--- src/rtl/ttt_pkg.sv ---
// Shared definitions for the tic-tac-toe move controller: FSM states,
// player encoding and the default board edge length.
package ttt_pkg;

    localparam int BOARD_DIM_DEF = 3;

    localparam logic PLAYER_X = 1'b0;
    localparam logic PLAYER_O = 1'b1;

    typedef enum logic [1:0] {
        ST_IDLE = 2'd0,   // waiting for a press
        ST_HOLD = 2'd1,   // press consumed, waiting for release
        ST_FULL = 2'd2    // board complete, only clear/reset leaves
    } state_e;

endpackage

--- src/rtl/ttt_debounce.sv ---
// Counter-based stable-level filter for the commit button. The output level
// follows the input only after the input has held its new value for CYCLES
// consecutive clocks; any bounce back restarts the count.
// Only built when TTT_DEBOUNCE_EN is defined.
`ifdef TTT_DEBOUNCE_EN
module ttt_debounce #(
    parameter int CYCLES = 4
) (
    input  logic clk_i,
    input  logic rst_i,
    input  logic din_i,
    output logic dout_o
);
    localparam int CNT_W = (CYCLES < 2) ? 1 : $clog2(CYCLES);

    logic             level_q, level_d;
    logic [CNT_W-1:0] cnt_q, cnt_d;

    // Count consecutive samples that disagree with the filtered level.
    always_comb begin
        level_d = level_q;
        cnt_d   = '0;
        if (din_i != level_q) begin
            if (cnt_q == CNT_W'(CYCLES - 1)) begin
                level_d = din_i;
            end else begin
                cnt_d = cnt_q + CNT_W'(1);
            end
        end
    end

    // Filter state registers.
    always_ff @(posedge clk_i) begin
        if (rst_i) begin
            level_q <= 1'b0;
            cnt_q   <= '0;
        end else begin
            level_q <= level_d;
            cnt_q   <= cnt_d;
        end
    end

    assign dout_o = level_q;

endmodule
`endif

--- src/rtl/ttt_move_controller.sv ---
// Registered move-entry controller for an N x N tic-tac-toe board.
// Converts a 1-based position switch plus a commit button into a one-cycle
// one-hot cell-write pulse, tracks per-player occupancy, alternates turns
// and rejects illegal moves.
// Optional feature macro: TTT_DEBOUNCE_EN (debounce the COMMIT button).
module ttt_move_controller
    import ttt_pkg::*;
#(
    parameter  int BOARD_DIM       = BOARD_DIM_DEF,
    parameter  int SEL_W           = 4,
    parameter  int DEBOUNCE_CYCLES = 4,
    localparam int CELLS           = BOARD_DIM * BOARD_DIM,
    localparam int CW              = $clog2(CELLS + 1)
) (
    input  logic             CLK,
    input  logic             RST,
    input  logic [SEL_W-1:0] POS_SW,
    input  logic             ENABLE,
    input  logic             COMMIT,
    input  logic             CLEAR_BOARD,
    output logic [CELLS-1:0] P_EN,
    output logic [CELLS-1:0] X_MAP,
    output logic [CELLS-1:0] O_MAP,
    output logic             PLAYER,
    output logic             MOVE_VALID,
    output logic             MOVE_REJECT,
    output logic [CW-1:0]    MOVE_COUNT,
    output logic             BOARD_FULL
);

    if (2**SEL_W <= CELLS) begin : g_sel_w_too_small
        $error("SEL_W too narrow to encode every cell index");
    end
    if (DEBOUNCE_CYCLES < 1) begin : g_bad_debounce
        $error("DEBOUNCE_CYCLES must be at least 1");
    end

    localparam logic [CELLS-1:0] ONE_HOT0 = CELLS'(1);
    localparam logic [CW-1:0]    CELLS_C  = CW'(CELLS);

    // ---------------------------------------------------------------
    // Commit level source
    // ---------------------------------------------------------------
    logic commit_lvl;
`ifdef TTT_DEBOUNCE_EN
    ttt_debounce #(
        .CYCLES (DEBOUNCE_CYCLES)
    ) u_debounce (
        .clk_i  (CLK),
        .rst_i  (RST),
        .din_i  (COMMIT),
        .dout_o (commit_lvl)
    );
`else
    assign commit_lvl = COMMIT;
`endif

    // ---------------------------------------------------------------
    // Edge detect. armed_q blocks a button that was already held through
    // reset from counting as a fresh press: it only sets once the button
    // has been seen released.
    // ---------------------------------------------------------------
    logic commit_prev_q;
    logic armed_q;
    logic commit_evt;

    assign commit_evt = commit_lvl & ~commit_prev_q & armed_q;

    // Previous-level and arming registers for the press edge detector.
    always_ff @(posedge CLK) begin
        if (RST) begin
            commit_prev_q <= 1'b0;
            armed_q       <= ~COMMIT;
        end else begin
            commit_prev_q <= commit_lvl;
            armed_q       <= armed_q | (~COMMIT & ~commit_lvl);
        end
    end

    // ---------------------------------------------------------------
    // Move decode
    // ---------------------------------------------------------------
    logic [SEL_W-1:0] pos_idx;
    logic             pos_ok;
    logic [CELLS-1:0] pos_hot;
    logic             cell_free;
    logic             move_legal;

    assign pos_idx    = POS_SW - SEL_W'(1);
    assign pos_ok     = (POS_SW != '0) && (POS_SW <= SEL_W'(CELLS));
    assign pos_hot    = pos_ok ? (ONE_HOT0 << pos_idx) : '0;
    assign cell_free  = ((X_MAP | O_MAP) & pos_hot) == '0;
    assign move_legal = pos_ok && cell_free && (MOVE_COUNT != CELLS_C);

    // ---------------------------------------------------------------
    // FSM and board state
    // ---------------------------------------------------------------
    state_e           state_q, state_d;
    logic [CELLS-1:0] pen_q, pen_d;
    logic [CELLS-1:0] xmap_q, xmap_d;
    logic [CELLS-1:0] omap_q, omap_d;
    logic             player_q, player_d;
    logic             valid_q, valid_d;
    logic             reject_q, reject_d;
    logic [CW-1:0]    count_q, count_d;
    logic             full_q, full_d;

    // Next-state, board update and pulse generation.
    always_comb begin
        state_d  = state_q;
        pen_d    = '0;
        xmap_d   = xmap_q;
        omap_d   = omap_q;
        player_d = player_q;
        valid_d  = 1'b0;
        reject_d = 1'b0;
        count_d  = count_q;
        full_d   = (count_q == CELLS_C);

        if (CLEAR_BOARD) begin
            state_d  = ST_IDLE;
            xmap_d   = '0;
            omap_d   = '0;
            player_d = PLAYER_X;
            count_d  = '0;
            full_d   = 1'b0;
        end else begin
            unique case (state_q)
                ST_IDLE: begin
                    if (commit_evt && ENABLE) begin
                        state_d = ST_HOLD;
                        if (move_legal) begin
                            pen_d    = pos_hot;
                            valid_d  = 1'b1;
                            player_d = ~player_q;
                            count_d  = count_q + CW'(1);
                            if (player_q == PLAYER_X) begin
                                xmap_d = xmap_q | pos_hot;
                            end else begin
                                omap_d = omap_q | pos_hot;
                            end
                        end else begin
                            reject_d = 1'b1;
                        end
                    end
                end
                ST_HOLD: begin
                    if (!commit_lvl) begin
                        state_d = (count_q == CELLS_C) ? ST_FULL : ST_IDLE;
                    end
                end
                ST_FULL: begin
                    if (commit_evt && ENABLE) begin
                        reject_d = 1'b1;
                    end
                end
                default: state_d = ST_IDLE;
            endcase
        end
    end

    // State and output registers.
    always_ff @(posedge CLK) begin
        if (RST) begin
            state_q  <= ST_IDLE;
            pen_q    <= '0;
            xmap_q   <= '0;
            omap_q   <= '0;
            player_q <= PLAYER_X;
            valid_q  <= 1'b0;
            reject_q <= 1'b0;
            count_q  <= '0;
            full_q   <= 1'b0;
        end else begin
            state_q  <= state_d;
            pen_q    <= pen_d;
            xmap_q   <= xmap_d;
            omap_q   <= omap_d;
            player_q <= player_d;
            valid_q  <= valid_d;
            reject_q <= reject_d;
            count_q  <= count_d;
            full_q   <= full_d;
        end
    end

    assign P_EN        = pen_q;
    assign X_MAP       = xmap_q;
    assign O_MAP       = omap_q;
    assign PLAYER      = player_q;
    assign MOVE_VALID  = valid_q;
    assign MOVE_REJECT = reject_q;
    assign MOVE_COUNT  = count_q;
    assign BOARD_FULL  = full_q;

endmodule

--- config.mk ---
export PLATFORM = sky130hd
export DESIGN_NAME = ttt_move_controller
export DESIGN_NICKNAME = d
export VERILOG_FILES = /design/src/rtl/ttt_pkg.sv /design/src/rtl/ttt_debounce.sv /design/src/rtl/ttt_move_controller.sv
export SDC_FILE = /design/constraint.sdc
export NUM_CORES = 1
export LEC_CHECK = 0
export BUFFER_PORTS_ARGS = -buffer_cell sky130_fd_sc_hd__buf_2
export CORE_ASPECT_RATIO = 1.75
export CORE_MARGIN = 2
export CORE_UTILIZATION = 35
export DETAILED_ROUTE_END_ITERATION = 10
export GPL_TIMING_DRIVEN = 0
export PLACE_DENSITY = 0.58
export SLEW_MARGIN = 40
export SYNTH_ARGS = -nofsm -noshare
export SYNTH_HDL_FRONTEND = slang
export SYNTH_SLANG_ARGS = --single-unit
--- constraint.sdc ---
create_clock -name CLK -period 6.2 [get_ports CLK]
set_input_delay 1.24 -clock CLK [delete_from_list [all_inputs] [get_ports CLK]]
set_output_delay 1.24 -clock CLK [all_outputs]
set_load 0.02 [all_outputs]
==> out/results.ini <==
[detailed_routing]
ant_nets=0
post_drt_wl_per_cell_um=13.8
firstDrtPassIters=4
vias_per_cell=5.11
via_count=1409
drc_errors=0
first_iter_violations=42
wirelength_um=3800

[sta]
final-hold-violation-count=0
clock_skew_ns=0.00226
drv_slew=0
max_freq_mhz=281
rsz0062_at_grt=no
setup_viol=0
relSlewSlack_pct=64.2
finalCriticalPeriod_ns=3.56
worst_pin_slew_ns=0.538
finalCritPeriodShare_pct=57.5
hold_ws_ns=0.456
tns_ns=0

[setup_path]
cp_max_fo=10
required_ns=6.38
crit_buf_inv=3
cp_top_family=simple AND/OR/NAND/NOR gates
worstPathArrival_ns=3.74
crit_slowest_cell=or4bb_2
cpPeakStageDelay_ns=0.69
startpoint_type=primary input
worstSetupPathType=in -> reg
reg2reg_depth=8
worstSetupPathDepth=10
crit_top_cell=buf_2
critPathCaptureType=flop
crit_chain=buf_2, buf_2, nor2_1, ha_1, or4bb_2, o22ai_1, nor4b_2, nand3_2, buf_2, nor2_1

[logic_synthesis]
synth_nets=187
yosys_warnings=0
synth_edf_count=0
seq_area_frac_synth_pct=48.6
yosysUniqueCellTypes=41
synth-seq-cells=39
avgSynthCellArea_um2=9.23
synth_top_flop_cell=dfxtp_1
synthCells=174
ys_async_sr_fraction_pct=0
syn_area_um2=1610

[clocking]
cts.reportedPaths.clkPinSlew_ns=0.07
clk_latency_ns=0.29
htreeDepth=2
cts_buffer_depth=2
cts-buffers-inserted=5
ctsResizeCount=0
cts_tree=built
postCtsSetupRepairBufs=0
cts_root_buf=clkbuf_8
clock-sinks=39
ctsHoldBuffers=0

[floorplanning]
pin_count=44
core.rowCount=32
initial_utilization_pct=36.5
dieArea_um2=5170
die_h_um=93.6
die_width_um=55.2
fp.coreArea_um2=4400

[final_layout]
antenna_cells=0
drive_gt1_share_pct=28.0
fill_cells=465
final_cells=276
final_util_pct=45.1
syn_to_final_growth_pct=23.6
layout_commonest_cell=buf_2
final_net_count=237
final_cell_mix=buf_2, dfxtp_1, nand2_1, nor2_1

[min_path]
worstHoldPathType=reg -> reg
holdPathStages=2

[outcome]
status=complete, no violations

[global_route]
grt_pass1_vias=1352
grt_max_degree=12
antenna_found_initial=0
grt_usage_pct=15.6
grt-ovfl-total=0
grt_pass1_wl_um=6330

[pwr]
p_sw_uw=108
irDropWorstVdd_uv=162
power_frac_comb_pct=6.7
p_clk_share_pct=39.8
p_leak_uw=0.000846
seq_power_share_pct=53.5
p_sw_share_pct=22.8
intPower_uw=365
powerDensity_nw_per_um2=238

[job]
maxCapViolations=0

[placed_design]
gp_congestion=0.759
portBuffers=43
dpl.hpwl_um=2840
post-place-cells=268

[final cells by class]
type                       instances  area [um2]  area share, %
sequential                        39         781           39.3
multi-input combinational        121         759           38.2
timing repair buffer              43         215           10.8
clock buffer                       8         100           5.04
tap                               51        63.8           3.21
buffer                            10        51.3           2.58
inverter                           4        15.0          0.756
[path summary, 6_finish.rpt]
kind / to / startpoint / slack (ns)
setup / recovery: P_EN[7] / POS_SW[0] / 2.64
setup reg to reg: PLAYER / MOVE_COUNT[1] / 3.96
hold reg to reg: armed_q / armed_q / 0.46
hold / removal: armed_q / armed_q / 0.46
[synth_stat cells, types with 2 or more instances]
master    count  area, um2
o21ai_1       2       10.0
nand2_1      25       93.8
clkbuf_1      6       22.5
or3_1         3       18.8
ha_1          4       50.1
inv_1         4       15.0
dfxtp_1      39        781
or4_1         2       15.0
nand4_1       4       25.0
nor2_1       23       86.3
mux2i_1       3       30.0
nor3_1        3       15.0
buf_2         2       10.0
o31ai_1      11       82.6
o22ai_1       2       12.5
nand3b_1      2       15.0
o21ai_0      11       55.1
or4b_2        2       20.0
a211oi_1      2       15.0
a21oi_1       2       10.0
or4bb_1       2       22.5
[sequential cells by signal (all words and copies together) (netlist names), 2 cells and up]
name / cells
MOVE_COUNT: 4
O_MAP: 9
X_MAP: 9
state_q: 2
P_EN: 9
[metrics by stage]
stage / setup slack, ns / area [um2] / total power [uW]
finish: 2.64 / 1990 / 473
global route: 2.34 / 1990 / 493
CTS: 2.61 / 1990 / 477
detailed placement: 2.30 / 1890 / 291
global placement: 2.32 / 1890 / 291
floorplan: 2.74 / 1610 / 280
[power groups by stage]
stage / Combinational [uW] / Sequential, uW / Clock, uW
final: 31.6 / 253 / 188
after global routing: 35.7 / 253 / 204
after CTS: 31.9 / 253 / 192
after detailed placement: 31.8 / 259 / 0
after global placement: 31.8 / 259 / 0
after floorplan: 20.6 / 260 / 0
[worst min-delay path, stage by stage, from the launching register on]
cell     delay [ns]
dfxtp_1        0.31
inv_1          0.04
o21ai_0        0.06
[kinds of logic after synthesis]
| kind of cell | Yosys count | synth area share, % |
|---|---|---|
| flops | 39 | 48.6 |
| fa+ha+maj | 4 | 3.12 |
| mux | 3 | 1.87 |
| compound gates | 36 | 15.8 |
| simple gates | 78 | 26.5 |
| buf+inv | 14 | 4.13 |
[layer usage]
layer | vias to the layer above | routed length [um] | global-route usage [%]
met2 | 35 | 2010 | 28.2
met1 | 651 | 1540 | 17.0
met3 | 6 | 165 | 3.46
li1 | 717 | - | -
met4 | 0 | 76 | 7.32
met5 | - | 0 | 0
Power figures use the tool's default switching activity.
